<file path="src/rtl/aud_dac_tx.sv">
// I2S DAC transmitter: buffers mono samples in a FIFO and sends each one in both LRCK slots, MSB first.
// Optional `AUD_DAC_TX_UNDERFLOW_HOLD_EN: an underflow repeats the last sample instead of sending silence.
module aud_dac_tx #(
    parameter int DATA_W     = 16,
    parameter int FIFO_DEPTH = 4
) (
    input  logic                          i_clk,
    input  logic                          i_rst_n,
    input  logic                          i_AUD_BCLK,
    input  logic                          i_AUD_DACLRCK,
    input  logic                          i_en,
    input  logic                          i_valid,
    input  logic [DATA_W-1:0]             i_data,
    output logic                          o_ready,
    output logic                          o_AUD_DACDAT,
    output logic                          o_underflow,
    output logic [$clog2(FIFO_DEPTH):0]   o_level
);

    localparam int AW = $clog2(FIFO_DEPTH);
    localparam int LW = AW + 1;
    localparam int CW = $clog2(DATA_W) + 1;

    typedef enum logic [1:0] {IDLE, ARM, SHIFT, PAD} state_t;

    state_t              state, state_nxt;
    logic [2:0]          bclk_sr, lrck_sr;
    logic                bclk_fall, lrck_fall, lrck_rise;
    logic [DATA_W-1:0]   mem [FIFO_DEPTH];
    logic [AW-1:0]       wr_ptr, rd_ptr;
    logic                rdy_en;
    logic                push, pop, fifo_empty, underflow;
    logic                load_left, load_right;
    logic [DATA_W-1:0]   sr, sr_nxt, held, held_nxt;
    logic [CW-1:0]       cnt, cnt_nxt;
    logic                dat_nxt;

    // Two synchroniser flops, then a third flop as the edge-detect reference
    always_ff @(posedge i_clk or negedge i_rst_n) begin
        if (!i_rst_n) begin
            bclk_sr <= '0;
            lrck_sr <= '0;
        end else begin
            bclk_sr <= {bclk_sr[1:0], i_AUD_BCLK};
            lrck_sr <= {lrck_sr[1:0], i_AUD_DACLRCK};
        end
    end

    assign bclk_fall = bclk_sr[2] & ~bclk_sr[1];
    assign lrck_fall = lrck_sr[2] & ~lrck_sr[1];
    assign lrck_rise = ~lrck_sr[2] & lrck_sr[1];

    // FIFO
    assign fifo_empty  = (o_level == '0);
    assign o_ready     = rdy_en & (o_level < LW'(FIFO_DEPTH));
    assign push        = i_valid & o_ready;
    assign pop         = load_left & ~fifo_empty;
    assign underflow   = load_left & fifo_empty;
    assign o_underflow = underflow;

    always_ff @(posedge i_clk) begin
        if (push) mem[wr_ptr] <= i_data;
    end

    always_ff @(posedge i_clk or negedge i_rst_n) begin
        if (!i_rst_n) begin
            wr_ptr  <= '0;
            rd_ptr  <= '0;
            o_level <= '0;
            rdy_en  <= 1'b0;
        end else begin
            rdy_en <= 1'b1;
            if (push) wr_ptr <= wr_ptr + AW'(1);
            if (pop)  rd_ptr <= rd_ptr + AW'(1);
            case ({push, pop})
                2'b10:   o_level <= o_level + LW'(1);
                2'b01:   o_level <= o_level - LW'(1);
                default: o_level <= o_level;
            endcase
        end
    end

    // Serialiser FSM
    always_ff @(posedge i_clk or negedge i_rst_n) begin
        if (!i_rst_n) begin
            state        <= IDLE;
            sr           <= '0;
            held         <= '0;
            cnt          <= '0;
            o_AUD_DACDAT <= 1'b0;
        end else begin
            state        <= state_nxt;
            sr           <= sr_nxt;
            held         <= held_nxt;
            cnt          <= cnt_nxt;
            o_AUD_DACDAT <= dat_nxt;
        end
    end

    always_comb begin
        state_nxt  = state;
        sr_nxt     = sr;
        held_nxt   = held;
        cnt_nxt    = cnt;
        dat_nxt    = o_AUD_DACDAT;
        load_left  = 1'b0;
        load_right = 1'b0;

        case (state)
            IDLE: begin
                dat_nxt = 1'b0;
                if (lrck_fall && i_en) begin
                    load_left = 1'b1;
                    state_nxt = ARM;
                end
            end
            default: begin
                // Slot edges take priority over bit timing; an edge in SHIFT drops the remaining bits
                if (lrck_fall && !i_en) begin
                    state_nxt = IDLE;
                    dat_nxt   = 1'b0;
                end else if (lrck_fall) begin
                    load_left = 1'b1;
                    state_nxt = ARM;
                    dat_nxt   = 1'b0;
                end else if (lrck_rise) begin
                    load_right = 1'b1;
                    state_nxt  = ARM;
                    dat_nxt    = 1'b0;
                end else if (bclk_fall) begin
                    case (state)
                        ARM: begin
                            dat_nxt   = sr[DATA_W-1];
                            sr_nxt    = sr << 1;
                            cnt_nxt   = CW'(DATA_W - 2);
                            state_nxt = SHIFT;
                        end
                        SHIFT: begin
                            // cnt wraps past zero after bit 0, its MSB then marks the slot as done
                            if (cnt[CW-1]) begin
                                dat_nxt   = 1'b0;
                                state_nxt = PAD;
                            end else begin
                                dat_nxt = sr[DATA_W-1];
                                sr_nxt  = sr << 1;
                                cnt_nxt = cnt - CW'(1);
                            end
                        end
                        default: ;
                    endcase
                end
            end
        endcase

        if (load_left) begin
            if (fifo_empty) begin
`ifdef AUD_DAC_TX_UNDERFLOW_HOLD_EN
                held_nxt = held;
`else
                held_nxt = '0;
`endif
            end else begin
                held_nxt = mem[rd_ptr];
            end
            sr_nxt = held_nxt;
        end
        if (load_right) sr_nxt = held;
    end

endmodule
</file>
<file path="config.mk">
export PLATFORM = sky130hd
export DESIGN_NAME = aud_dac_tx
export DESIGN_NICKNAME = d
export VERILOG_FILES = /design/src/rtl/aud_dac_tx.sv
export SDC_FILE = /design/constraint.sdc
export NUM_CORES = 1
export LEC_CHECK = 0
export CORE_MARGIN = 1.5
export CORE_UTILIZATION = 54
export CTS_BUF_LIST = sky130_fd_sc_hd__clkbuf_16
export CTS_CLUSTER_DIAMETER = 30
export DETAILED_ROUTE_END_ITERATION = 10
export GPL_ROUTABILITY_DRIVEN = 0
export MAX_ROUTING_LAYER = met4
export PLACE_DENSITY = 0.74
export SYNTH_ARGS = -nofsm -noshare
export SYNTH_HDL_FRONTEND = slang
export SYNTH_SLANG_ARGS = --single-unit
</file>
<file path="constraint.sdc">
create_clock -name i_clk -period 2.7 [get_ports i_clk]
set_input_delay 0.405 -clock i_clk [delete_from_list [all_inputs] [get_ports i_clk]]
set_output_delay 0.405 -clock i_clk [all_outputs]
set_load 0.02 [all_outputs]
</file>
==> flow_summary.ini <==
[sta]
clock_skew_ns = 0.006776
finalSetupTns_ns = 0
min_period_ns = 2.484
setup_viol = 0
rsz0062_at_grt = no
drv_slew = 0
fin_hold_ws_ns = -0.008857
fmax_mhz = 402.6
relSlewSlack = 0.5398
tightest_slew_ns = 0.6903
finalHoldViolations = 16
fin_crit_sh = 0.9200

[setup_path]
worst-r2r-setup-slack_ns = 0.59
rr_startpoint = state[0]
start_kind = flip-flop
critPathCaptureType = output pin
worstPathCellList = inv_1 > ha_2 > nand2_1 > nor4_1 > clkdlybuf4s50_1
max_stage_delay_ns = 0.65
r2r-end = sr[15]
crit_family = buffers and inverters
cp_max_fo = 8
cp_data_required_time_ns = 2.30
critPathSlowestCell = clkdlybuf4s50_1
ff2ff_path_depth = 7
path_buf_inv = 2
worst-setup-path-type = flip-flop to output pin
crit_arrival_ns = 2.08

[synthesis]
synth_fp_nets = 395
netlist_area_um2 = 5135
synth-adder-area-share = 0.03558
syn-instance-count = 359
ys_warn_count = 0
synth_compound_area_frac = 0.05872
synth.avg_cell_area_um2 = 14.30
synth_cell_types = 43
synth_edf_count = 64
synthSimpleGateAreaFrac = 0.09552
synth_top_family_by_area = multiplexers
synth.area.top_cells = edfxtp_1 37%, dfrtp_1 26%, nand2_1 4.2%
synth-main-ff-cell = edfxtp_1
yosysTopAreaCell = edfxtp_1
synth_top_area_frac = 0.3743
ys_ff_latch = 118
yosysSeqAreaShare = 0.6374
synthMuxAreaShare = 0.1206
synth_xor_area_frac = 0.01023
async_reset_ff_frac = 0.4576

[layout]
nets = 439
areaGrowthSynthToFinish_pct = 18.20
n_antenna_cell = 0
drive_gt1_frac = 0.1683

[drt]
drt_drc_violations_left = 0
avgRoutedWirePerCell_um = 16.60
via_per_inst = 5.382
drt-pass1-iter-count = 5
drt-total-wl_um = 9049
first_iter_violations = 203
vias = 2933
ant_nets = 0

[clock_network]
cts_resized = 0
ctsRootBufferMaster = clkbuf_16
clk_pin_slew_worst_paths_ns = 0.05
htreeDepth = 4
cts_made_buffers = 17
cts-hold-fix-buffers = 0
post-cts-setup-buffers = 0
clock-sinks = 118
cts_tree = built
cts.path.max_buffers = 2
clk_latency_ns = 0.41

[floorplan]
coreArea_um2 = 9240
die_y_um = 100.5
floorplan.initialDensity = 0.5557
die_area_um2 = 10100
num_rows = 35
fp.dieW_um = 100.5
ios = 28

[flow_run]
maxCapViolations = 0

[global_route]
antenna_found_initial = 0
grtUsageTotal = 0.2136
grt_first_pass_wirelength_um = 15550
grt_max_degree = 33
grt_overflow = 0
grt_pass1_vias = 3160

[outcome]
outcome = finished with violations
violations = hold timing

[min_path]
hold_path_class = input pin to async pin

[pwr]
total_power_mw = 6.317
power_density_nw_per_um2 = 1041
ir_drop_uv = 654.3
p_leak_nw = 2.499

[placed_design]
port_buffers = 27
dp_hpwl_um = 5472
[cells in the mapped netlist (6+ instances only)]
library cell,count
nor2_1,18
a21oi_1,32
mux2_2,6
ha_1,13
mux4_1,8
inv_1,16
o21ai_0,6
mux4_2,8
mux2_4,10
nand2_1,58
edfxtp_1,64
and3_1,6
dfrtp_1,54
[layer usage]
layer,share of wire,vias to the layer above,track usage
met5,0,-,-
li1,-,1397,-
met3,0.039,9,0.06033
met4,0.011,0,0.07476
met2,0.50,68,0.3354
met1,0.45,1459,0.2696
[logic make-up after synthesis]
group | Yosys count
buffers and inverters | 30
xor gates and xnor gates | 6
AOI/OAI and AO/OA | 50
adders and majority gates | 14
muxes | 33
and+or+nand+nor | 107
DFF | 118
other | 1
[power breakdown]
| part | switching (mW) | leakage, nW | internal [mW] |
|---|---|---|---|
| logic | 0.807 | 0.975 | 0.823 |
| clock network | 0.783 | 0.287 | 1.34 |
| registers | 0.245 | 1.24 | 2.31 |
| total | 1.83 | 2.50 | 4.48 |
[worst reg2reg max path: cells and delay by family, from the launching register on]
kind / cells / cell delay (ns)
flip-flops: 1 / 0.39
multiplexers: 1 / 0.38
AO/OA/AOI/OAI: 1 / 0.15
buffers and inverters: 2 / 0.40
AND/OR/NAND/NOR: 2 / 0.37
adder cells (fa/ha/maj): 1 / 0.31
[cells in the final DEF (no fill, tap or decap), drive strengths merged, types with 2 or more instances in the layout]
cell type	n
nand4	2
o21ai	6
nor4	3
and3	6
xor2	3
nor2	18
a31oi	3
nand2b	4
clkinvlp	2
clkinv	7
mux2	17
nand2	58
dfrtp	54
o221ai	2
a21oi	33
buf	13
edfxtp	64
nand3	3
mux4	16
clkdlybuf4s50	26
bufinv	2
nor2b	5
inv	20
clkbuf	17
ha	13
xnor2	3
and2	3
[area by class of cell]
class,count,area [um^2]
Clock buffer,17,425.4
Clock inverter,15,141.4
Fill cell,672,3171
Inverter,16,60.06
Multi-Input combinational cell,211,1653
Sequential cell,118,3273
Tap cell,129,161.4
Timing Repair Buffer,39,355.3
[metrics by stage]
| stage | cells | util | area (um^2) | setup slack (ns) |
|---|---|---|---|---|
| floorplan | 359 | - | 5135 | 0.4474 |
| global placement | 513 | 0.5953 | 5500 | 0.4632 |
| detailed placement | 513 | 0.5953 | 5500 | 0.4490 |
| CTS | 545 | 0.6566 | 6067 | 0.1195 |
| global route | 545 | 0.6569 | 6070 | 0.06981 |
| finish | 545 | 0.6569 | 6070 | 0.2160 |
[state kept, by name (all words and copies together) (netlist names)]
register,count
bclk_sr,3
cnt,5
held,16
lrck_sr,3
mem,64
o_AUD_DACDAT,1
o_level,3
rd_ptr,2
rdy_en,1
sr,16
state,2
wr_ptr,2
[worst max-delay path by stage]
| stage | startpoint | end | slack [ns] | cells after the start |
|---|---|---|---|---|
| 6_report | lrck_sr[1] | o_underflow | 0.22 | 5 |
| 5_1_grt | lrck_sr[1] | o_underflow | 0.07 | 5 |
| 4_1_cts | lrck_sr[1] | o_underflow | 0.12 | 5 |
| 3_5_place_dp | i_en | o_underflow | 0.45 | 4 |
| 3_3_place_gp | i_en | o_underflow | 0.46 | 4 |
| 2_1_floorplan | lrck_sr[1] | o_level[2] | 0.45 | 11 |
Note: power is estimated with default switching activity, not from simulation.
